==> src/rtl/sa_pkg.sv <==
// Shared types, defaults and width helpers for the systolic-array skew feeder.
package sa_pkg;

    typedef enum logic [1:0] {
        ST_IDLE,
        ST_LOAD,
        ST_RUN,
        ST_DRAIN
    } state_t;

    localparam int DATA_WIDTH_DEF = 8;
    localparam int REP_W          = 8;

    // Counter width able to index 0..n-1, never narrower than one bit.
    function automatic int cnt_w(input int n);
        return (n <= 1) ? 1 : $clog2(n);
    endfunction

    // Bit offset of a lane inside a lane-packed bus.
    function automatic int lane_lsb(input int lane, input int dw);
        return lane * dw;
    endfunction

endpackage

==> src/rtl/sa_skew_line.sv <==
// Purpose: DEPTH-stage delay of one lane's {en, data}; DEPTH=0 degenerates to a wire.
// Latency: exactly DEPTH cycles.
// Backpressure: none, free-running shift; idle slots are stored as zero data.
module sa_skew_line
    import sa_pkg::*;
#(
    parameter int DATA_WIDTH = DATA_WIDTH_DEF,
    parameter int DEPTH      = 1
) (
    input  logic                  clk,
    input  logic                  rst_n,
    input  logic                  in_en,
    input  logic [DATA_WIDTH-1:0] in_data,
    output logic                  out_en,
    output logic [DATA_WIDTH-1:0] out_data
);
    if (DEPTH == 0) begin : g_wire
        assign out_en   = in_en;
        assign out_data = in_data;
    end else begin : g_pipe
        logic [DEPTH-1:0]      en_q;
        logic [DATA_WIDTH-1:0] dat_q [DEPTH];

        always_ff @(posedge clk or negedge rst_n) begin
            if (!rst_n) begin
                en_q <= '0;
                for (int s = 0; s < DEPTH; s++) begin
                    dat_q[s] <= '0;
                end
            end else begin
                en_q[0]  <= in_en;
                dat_q[0] <= in_en ? in_data : '0;
                for (int s = 1; s < DEPTH; s++) begin
                    en_q[s]  <= en_q[s-1];
                    dat_q[s] <= dat_q[s-1];
                end
            end
        end

        assign out_en   = en_q[DEPTH-1];
        assign out_data = dat_q[DEPTH-1];
    end
endmodule

==> src/rtl/sa_skew_feeder.sv <==
// Purpose: load one weight vector, replay it P passes against streamed ifm words, drive diagonally skewed lanes.
// Latency: lane i of a slot accepted at edge E is visible after edge E+i; done lands with the last lane's final element.
// Backpressure: none downstream; w_in_ready / ifm_in_ready are pure state decodes, a low ifm_in_valid becomes a bubble.
module sa_skew_feeder
    import sa_pkg::*;
#(
    parameter int DATA_WIDTH = DATA_WIDTH_DEF,
    parameter int LANES      = 3,
    parameter int WLEN_MAX   = 32
) (
    input  logic                          clk,
    input  logic                          rst_n,
    input  logic                          cfg_start,
    input  logic [$clog2(WLEN_MAX+1)-1:0] cfg_wlen,
    input  logic [REP_W-1:0]              cfg_wrep,
    input  logic                          w_in_valid,
    output logic                          w_in_ready,
    input  logic [LANES*DATA_WIDTH-1:0]   w_in_data,
    input  logic                          ifm_in_valid,
    output logic                          ifm_in_ready,
    input  logic [LANES*DATA_WIDTH-1:0]   ifm_in_data,
    output logic [LANES*DATA_WIDTH-1:0]   ifm_out,
    output logic [LANES*DATA_WIDTH-1:0]   w_out,
    output logic [LANES-1:0]              ifm_out_en,
    output logic [LANES-1:0]              w_out_en,
    output logic                          busy,
    output logic                          done,
    output logic                          err
);
    localparam int WL_W       = $clog2(WLEN_MAX + 1);
    localparam int IDX_W      = cnt_w(WLEN_MAX);
    localparam int DC_W       = cnt_w(LANES);
    localparam int BUS_W      = LANES * DATA_WIDTH;
    localparam int DRAIN_LAST = (LANES > 1) ? LANES - 2 : 0;

    state_t           state, state_nxt;
    logic [IDX_W-1:0] idx, k_last;
    logic [REP_W-1:0] pass, p_last;
    logic [DC_W-1:0]  drain_cnt;
    logic [BUS_W-1:0] wbuf [WLEN_MAX];
    logic             cfg_legal, start_ok, finish, w_xfer, ifm_xfer, idx_wrap;
    logic             slot_en;
    logic [BUS_W-1:0] slot_ifm, slot_w;

    assign cfg_legal    = (cfg_wlen != '0) && (cfg_wlen <= WL_W'(WLEN_MAX)) && (cfg_wrep != '0);
    assign w_in_ready   = (state == ST_LOAD);
    assign ifm_in_ready = (state == ST_RUN);
    assign busy         = (state != ST_IDLE);
    assign w_xfer       = w_in_valid && w_in_ready;
    assign ifm_xfer     = ifm_in_valid && ifm_in_ready;
    assign idx_wrap     = (idx == k_last);

    always_ff @(posedge clk or negedge rst_n) begin
        if (!rst_n) begin
            state <= ST_IDLE;
        end else begin
            state <= state_nxt;
        end
    end

    always_comb begin
        state_nxt = state;
        start_ok  = 1'b0;
        finish    = 1'b0;
        case (state)
            ST_IDLE: begin
                if (cfg_start && cfg_legal) begin
                    state_nxt = ST_LOAD;
                    start_ok  = 1'b1;
                end
            end
            ST_LOAD: begin
                if (w_xfer && idx_wrap) begin
                    state_nxt = ST_RUN;
                end
            end
            ST_RUN: begin
                if (ifm_xfer && idx_wrap && (pass == p_last)) begin
                    // A single lane has no skew to flush.
                    if (LANES == 1) begin
                        state_nxt = ST_IDLE;
                        finish    = 1'b1;
                    end else begin
                        state_nxt = ST_DRAIN;
                    end
                end
            end
            ST_DRAIN: begin
                if (drain_cnt == DC_W'(DRAIN_LAST)) begin
                    state_nxt = ST_IDLE;
                    finish    = 1'b1;
                end
            end
            default: state_nxt = ST_IDLE;
        endcase
    end

    always_ff @(posedge clk or negedge rst_n) begin
        if (!rst_n) begin
            idx       <= '0;
            pass      <= '0;
            k_last    <= '0;
            p_last    <= '0;
            drain_cnt <= '0;
            done      <= 1'b0;
            err       <= 1'b0;
        end else begin
            done <= finish;
            if (cfg_start) begin
                err <= busy ? 1'b1 : !cfg_legal;
            end
            // idx is the load address in LOAD and the replay index r in RUN.
            if (start_ok) begin
                k_last <= IDX_W'(cfg_wlen - WL_W'(1));
                p_last <= cfg_wrep - REP_W'(1);
                idx    <= '0;
                pass   <= '0;
            end else if (w_xfer || ifm_xfer) begin
                idx <= idx_wrap ? '0 : idx + IDX_W'(1);
                if (ifm_xfer && idx_wrap) begin
                    pass <= pass + REP_W'(1);
                end
            end
            drain_cnt <= (state == ST_DRAIN) ? drain_cnt + DC_W'(1) : '0;
        end
    end

    // Weight storage is deliberately unreset; every job rewrites it during LOAD.
    always_ff @(posedge clk) begin
        if (w_xfer) begin
            wbuf[idx] <= w_in_data;
        end
    end

    always_ff @(posedge clk or negedge rst_n) begin
        if (!rst_n) begin
            slot_en  <= 1'b0;
            slot_ifm <= '0;
            slot_w   <= '0;
        end else begin
            slot_en  <= ifm_xfer;
            slot_ifm <= ifm_xfer ? ifm_in_data : '0;
            slot_w   <= ifm_xfer ? wbuf[idx] : '0;
        end
    end

    for (genvar i = 0; i < LANES; i++) begin : g_lane
        sa_skew_line #(
            .DATA_WIDTH (DATA_WIDTH),
            .DEPTH      (i)
        ) u_ifm_skew (
            .clk      (clk),
            .rst_n    (rst_n),
            .in_en    (slot_en),
            .in_data  (slot_ifm[lane_lsb(i, DATA_WIDTH) +: DATA_WIDTH]),
            .out_en   (ifm_out_en[i]),
            .out_data (ifm_out[lane_lsb(i, DATA_WIDTH) +: DATA_WIDTH])
        );

        sa_skew_line #(
            .DATA_WIDTH (DATA_WIDTH),
            .DEPTH      (i)
        ) u_w_skew (
            .clk      (clk),
            .rst_n    (rst_n),
            .in_en    (slot_en),
            .in_data  (slot_w[lane_lsb(i, DATA_WIDTH) +: DATA_WIDTH]),
            .out_en   (w_out_en[i]),
            .out_data (w_out[lane_lsb(i, DATA_WIDTH) +: DATA_WIDTH])
        );
    end
endmodule

==> config.mk <==
export PLATFORM = sky130hd
export DESIGN_NAME = sa_skew_feeder
export DESIGN_NICKNAME = d
export VERILOG_FILES = /design/src/rtl/sa_pkg.sv /design/src/rtl/sa_skew_line.sv /design/src/rtl/sa_skew_feeder.sv
export SDC_FILE = /design/constraint.sdc
export NUM_CORES = 1
export LEC_CHECK = 0
export CAP_MARGIN = 20
export CORE_MARGIN = 3
export CORE_UTILIZATION = 65
export DETAILED_ROUTE_END_ITERATION = 7
export PLACE_DENSITY = 0.95
export REMOVE_ABC_BUFFERS = 1
export SLEW_MARGIN = 40
export SYNTH_ARGS = -nofsm -noshare
export SYNTH_HDL_FRONTEND = slang
export SYNTH_HIERARCHICAL = 1
export SYNTH_SLANG_ARGS = --single-unit
==> constraint.sdc <==
create_clock -name clk -period 4.65 [get_ports clk]
set_input_delay 0.93 -clock clk [delete_from_list [all_inputs] [get_ports clk]]
set_output_delay 0.93 -clock clk [all_outputs]
set_load 0.01 [all_outputs]
==> flow_metrics.tcl <==
set metrics [dict create \
    final_cell_mix "edfxtp_1, mux4_2, dfrtp_1" \
    post_layout_nonfiller_instances 2516 \
    switching_power_uw 5913 \
    dr.pass1.iters 8 \
    switching_share 0.2838 \
    grt_pass1_vias 18287 \
    finClkSkew_ps 38.66 \
    cts_root_buf "clkbuf_16" \
    cts_max_path_buffers 3 \
    endpoint_kind "register" \
    cts_buffers 83 \
    run_status "complete, but fails checks" \
    slew_viol_final 0 \
    cts_hold_buf 0 \
    fillers 2472 \
    ant_nets 0 \
    slowest_stage "dfrtp_4" \
    dp.cells 2364 \
    wl_per_cell_um 37.23 \
    yosys_warnings 6 \
    antenna_cells 0 \
    vias 18340 \
    syn_to_final_growth_pct 14.41 \
    final_util 0.7570 \
    pwr-share-seq 0.454 \
    cts_sinks 903 \
    slowest_delay_ps 890 \
    drt_wl_total_um 93670 \
    boundaryPins 126 \
    worstPathRequired_ps 5130 \
    drc 2 \
    grt_util_all_layers 0.3452 \
    finalCriticalPeriod_ps 3369 \
    die-area_mm2 0.05532 \
    core_mm2 0.05161 \
    via_per_inst 7.289 \
    avgSynthCellArea_um2 21.22 \
    clockPowerShare 0.325 \
    ys_seq_elements 903 \
    cp-start-kind "register" \
    p_int_uw 14930 \
    netlist_instances 1609 \
    post_cts_buffers 0 \
    p_leak_uw 0.01298 \
    post_cts_resized 0 \
    critical_path_class "reg2reg" \
    antenna_found_initial 2 \
    timing.slew.headroom 0.3765 \
    synth-edff-count 768 \
    setup-violations-final 0 \
    grt_max_degree 83 \
    yosysSeqAreaShare 0.7743 \
    path_clk_slew_ps 60 \
    combPwrFrac 0.221 \
    clock.fmax_ghz 0.2968 \
    power_density_mw_per_mm2 533.4 \
    netlist_area_mm2 0.03415 \
    portBuffers 125 \
    clk_latency_ps 640 \
    htreeDepth 3 \
    hold_viol 0 \
    setup_tns_ps 0 \
    hold_class "reg2reg" \
    fin_crit_sh 0.7245 \
    hold_ws_ps 342.2 \
    synth_flop_cell "edfxtp_1" \
    cts_tree "yes" \
    gp_congestion 0.9636 \
    dp_hpwl_um 53270 \
    initial_core_util 0.6616 \
    violations "design-rule violations" \
    worstMarginPinSlew_ps 935.3 \
    cap_violations 0 \
    final_layout_size_suffix_gt1_frac 0.2429 \
    gr-total-overflow 0 \
    synth.distinct_cells 51 \
    drt_iter0_drc 3106 \
    final_common_cell "edfxtp_1" \
    fin_nets 1853 \
    die_h_um 235.2 \
    synthArstFlopShare 0.1495 \
    rsz0062_at_grt "no" \
    grt_pass1_wl_um 135300 \
    die_width_um 235.2 \
    critPathMaxFanout 60 \
    irDropWorstVdd_mv 0.3907 \
    core.rowCount 83 \
    crit_arrival_ps 3850 \
    crit_chain "buf_12 > mux4_2 > a22o_1 > a221oi_1 > a31oi_1" \
]
[synth_stat cells (17+ instances only)]
master	n	area (um2)
a31oi_1	18	112.6
dfrtp_1	135	3378
nand2_1	25	93.84
buf_2	27	135.1
xnor2_1	19	166.4
nor2_1	51	191.4
and3_1	28	175.2
and2_1	37	231.5
buf_4	40	300.3
a22oi_1	63	473.0
edfxtp_1	768	23060
a221oi_1	17	148.9
mux4_2	190	4279
clkbuf_1	37	138.9
a22o_1	17	148.9
[cell type report]
type,count,area [um2],area share
inverter,11,41.29,0.001057
multi-input combinational,577,7211,0.1846
clock buffer,112,2341,0.05992
timing repair buffer,197,1851,0.04737
tap,680,850.8,0.02178
clock inverter,36,325.3,0.008327
sequential,903,26450,0.6770
[sequential cells by signal, indices dropped and copies added, names as in the netlist, 2 cells and up]
register                        cells
drain_cnt                           2
slot_ifm                           24
g_lane.u_w_skew/out_data           16
g_lane.u_ifm_skew/out_data         16
g_lane.u_ifm_skew/g_pipe.en_q       2
state                               2
g_lane.u_ifm_skew/g_pipe.dat_q      8
g_lane.u_w_skew/g_pipe.en_q         2
wbuf                              768
p_last                              8
g_lane.u_w_skew/g_pipe.dat_q        8
slot_w                             24
idx                                 5
pass                                8
k_last                              5
[cell families (layout without fill, tap and decap cells)]
kind of cell,after synthesis,after routing,share of synthesized area
simple gates,188,188,0.02917
buf+inv,129,356,0.02239
flops,903,903,0.7743
fa+ha+maj,13,13,0.004763
compound gates,152,152,0.03426
xor+xnor,30,30,0.007694
mux,194,194,0.1275
[worst max-delay path, delay by kind of cell (launching register included)]
family                 cells  cell delay [ps]
AOI/OAI and AO/OA          3             1130
DFF                        1              890
buffers and inverters      1              510
muxes                      1              590
[through the flow]
step                      cell area [um2]  total power (uW)  worst slack [ps]
after global routing                39070             21290              1268
after floorplan                     33430             12320             -5022
after CTS                           39030             20710              1119
after detailed placement            36360             13950              1173
after global placement              36350             13720              1328
final                               39070             20840              1281
[final timing paths]
path	endpoint	slack [ps]	from	depth (start not counted)
max	slot_w[3]$_DFF_PN0_	1280	idx[0]$_DFFE_PN0P_	5
min	g_lane[2].u_ifm_skew/out_data[4]$_DFF_PN0_	340	g_lane[2].u_ifm_skew/g_pipe.dat_q[12]$_DFF_PN0_	0
max reg2reg	slot_w[3]$_DFF_PN0_	1280	idx[0]$_DFFE_PN0P_	5
min reg2reg	g_lane[2].u_ifm_skew/out_data[4]$_DFF_PN0_	340	g_lane[2].u_ifm_skew/g_pipe.dat_q[12]$_DFF_PN0_	0
max in group asynchronous	g_lane[2].u_w_skew/out_data[4]$_DFF_PN0_	3350	rst_n	2
min in group asynchronous	g_lane[1].u_ifm_skew/out_data[6]$_DFF_PN0_	370	rst_n	1
[power by group through the flow]
stage               clock, uW  combinational (uW)  sequential [uW]
floorplan                   0                2520             9800
global placement            0                4140             9570
detailed placement          0                4350             9600
CTS                      6790                4480             9450
global route             7080                4730             9480
finish                   6770                4610             9460
[layer usage]
layer,vias up,part of all wire,GRT usage
li1,6875,-,-
met3,315,0.14,0.09782
met1,9344,0.32,0.4560
met2,1804,0.49,0.5568
met5,-,0.00014,0
met4,2,0.056,0.1362
No activity file was read; power rests on OpenSTA's default activity.
==> variant: new RTL, same flow settings <==
Reset style: synchronous (`rst_n`), changed in 4 clocked blocks.
--- a/src/rtl/sa_skew_line.sv
+++ b/src/rtl/sa_skew_line.sv
@@ -21,7 +21,7 @@
         logic [DEPTH-1:0]      en_q;
         logic [DATA_WIDTH-1:0] dat_q [DEPTH];
 
-        always_ff @(posedge clk or negedge rst_n) begin
+        always_ff @(posedge clk) begin
             if (!rst_n) begin
                 en_q <= '0;
                 for (int s = 0; s < DEPTH; s++) begin
--- a/src/rtl/sa_skew_feeder.sv
+++ b/src/rtl/sa_skew_feeder.sv
@@ -50,7 +50,7 @@
     assign ifm_xfer     = ifm_in_valid && ifm_in_ready;
     assign idx_wrap     = (idx == k_last);
 
-    always_ff @(posedge clk or negedge rst_n) begin
+    always_ff @(posedge clk) begin
         if (!rst_n) begin
             state <= ST_IDLE;
         end else begin
@@ -95,7 +95,7 @@
         endcase
     end
 
-    always_ff @(posedge clk or negedge rst_n) begin
+    always_ff @(posedge clk) begin
         if (!rst_n) begin
             idx       <= '0;
             pass      <= '0;
@@ -132,7 +132,7 @@
         end
     end
 
-    always_ff @(posedge clk or negedge rst_n) begin
+    always_ff @(posedge clk) begin
         if (!rst_n) begin
             slot_en  <= 1'b0;
             slot_ifm <= '0;
Function: differs if rst_n is asserted again (counterexample within 4 cycles, from zero or initial values and one cycle with rst_n low); with rst_n held inactive, the same outputs for 4 cycles.
==> variant against the unedited design <==
Critical path depth shrank 1; synthesized cell count grew 1.2%; sequential cell count is the same; highest routed layer is now met4; synthesized area shrank 1.6%; count of clock-buffer cells in the layout grew 2; design area shrank 1.9%; utilization is essentially flat; worst setup slack gained 0.16 ns; largest cell class unchanged; wire length shrank 9.0%; clock skew shrank 0.012 ns.
Power is not compared: it rests on default switching activity, and its combinational part moved more than twofold at a synthesized area within 25%.
==> variant: results (changes against the unedited design) <==
Clock network
  • Count of H-tree levels built during CTS: 3 (unchanged)
  • CTS max path bufs: 3 (unchanged)
  • Clock slew at reported path FFs: 0.07 ns
  • Buffer count from post-CTS setup fixing: 0 (unchanged)
  • Number of buffers added by the clock tree synthesis step: 84 (+1.2%)
  • Cell at the root of the clock tree: clkbuf_16

Logic synthesis
  • Number of synthesized flops with an enable pin: 768 (unchanged)
  • Top cells by area, synth: edfxtp_1, mux4_2, dfxtp_1, a22oi_1, buf_4
  • Distinct cell type count after synthesis: 47 (-7.8%)
  • Primary flip-flop cell chosen by synthesis mapping: edfxtp_1
  • Sequential fraction of the synthesis area: 0.767 (-0.00751)
  • Synthesized area divided by synthesized cell count: 20.6 µm² (-2.7%)
  • Number of warnings reported in the yosys synthesis log: 6 (unchanged)
  • Top cells by instance count after synthesis: edfxtp_1, mux4_2, dfxtp_1, nor2_1
  • Share of flip-flops with an asynchronous set or reset after synthesis: 0 (-0.150)

Critical path
  • Critical Path Slowest Stage Cell: dfxtp_4
  • Worst endpoint data arrival time: 3.54 ns (-0.31 ns)
  • Largest stage delay on the critical path: 0.88 ns
  • Largest delay contributor family on the critical path: simple AND/OR/NAND/NOR gates
  • Slack of the worst reg-to-reg path: 1.44 ns (+0.16 ns)
  • Critical path peak fanout: 46 (-23%)

Timing
  • Worst clock skew on the final layout: 0.0263 ns (-0.0123 ns)
  • Rel. slew slack: 0.378 (+0.00156)
  • Final worst hold slack: 0.437 ns (+0.0949 ns)
  • Final worst setup slack: 1.44 ns (+0.160 ns)

Placed design
  • Number of cells after detailed placement: 2376 (+0.51%)
  • Count of input and output buffers: 125 (unchanged)
  • Instance area after placement: 0.0357 mm² (-1.9%)
  • Placer Congestion: 0.864 (-10%)
  • Hpwl dp: 48700 µm (-8.5%)
  • Pre-CTS worst setup slack: 1.00 ns (-0.172 ns)

Global routing
  • Global-route wire length before repair: 126000 µm (-7.2%)
  • Global routing usage summed across all routing layers: 0.324 (-0.0211)
  • Via count of the first global-routing pass: 18000 (-1.6%)
  • Maximum number of pins on one net before global-route repair: 75 (-9.6%)
  • Antenna violations before repair: 0 (-2)

Layout
  • Number of flip-flops under the largest register name: 768 (unchanged)
  • Antenna fix cells: 0 (unchanged)
  • Reg with most FFs: wbuf
  • Filler instances: 2479 (+0.28%)
  • Fin cells: 2532 (+0.64%)
  • Share of final-layout standard cells stronger than drive strength 1: 0.251 (+0.00816)
  • Nets@finish: 1871 (+0.97%)

Drt
  • Via density per instance: 7.02 (-3.7%)
  • M1 WL: 28500 µm (-4.4%)
  • Number of DRC markers in iteration 0: 2520 (-19%)
  • Final routed wire length divided by cell count: 33.7 µm (-9.6%)
  • Number of detailed-route iterations in the first pass: 5 (-3)
  • DR WL met3: 8450 µm (-33%)
  • Highest routed metal layer: met4
  • Met2 wire len: 44500 µm (-2.9%)

Power
  • Leak Pwr: 12.2 nW
  • Proportion of power drawn by combinational gates: 0.104
  • Worst VDD drop: 402 µV
  • Cell Int Power: 13.4 mW

Run
  • Max-cap viol count: 0 (unchanged)

Status
  • Result of the run: finished, final reports clean
## variant: worst reg2reg max path, cell delays in order, from the launching register on
cell and delay [ns]:
dfxtp_4 0.88, ha_1 0.38, nand3_1 0.48, nor2_2 0.79, buf_4 0.36
## variant: logic make-up (layout without fill, tap and decap cells)
group | count (synthesis) | in the layout | share of synthesized area
flip-flops | 903 | 903 | 0.767
AND/OR/NAND/NOR | 209 | 209 | 0.0359
multiplexers | 207 | 207 | 0.133
AO/OA/AOI/OAI | 136 | 136 | 0.0310
buffers and inverters | 130 | 362 | 0.0202
XOR/XNOR | 29 | 29 | 0.00778
adder cells (fa/ha/maj) | 14 | 14 | 0.00521
## variant: layout make-up
class	instances	area [µm²]	area share
flip-flops and latches	903	25800	0.673
multi-input cells	595	7270	0.190
clock buffers	114	2280	0.0594
repair buffers	190	1730	0.0452
well taps	672	841	0.0219
clock inverters	42	362	0.00944
inverters	16	60.1	0.00157
## variant: final timing paths
path,startpoint,endpoint,cells past startpoint
min,g_lane[2].u_w_skew/g_pipe.dat_q[0][3],g_lane[2].u_w_skew/g_pipe.dat_q[0][11],1
min reg2reg,g_lane[2].u_w_skew/g_pipe.dat_q[0][3],g_lane[2].u_w_skew/g_pipe.dat_q[0][11],1
max,idx[1],wbuf[11][11],4
max reg2reg,idx[1],wbuf[11][11],4
## variant: metal layers
metal	GRT usage	vias up
met5	0	-
met4	0.119	0
met3	0.0583	248
met2	0.558	1480
met1	0.420	9099
li1	-	6939
## variant: power groups by stage
stage                     combinational (mW)  sequential (mW)  clock [mW]
after CTS                               1.81             8.95        6.68
after floorplan                         1.22             9.31           0
after detailed placement                1.75             9.12           0
after global placement                  1.62             9.15           0
after global routing                    1.91             8.96        6.96
final                                   1.81             8.96        6.62
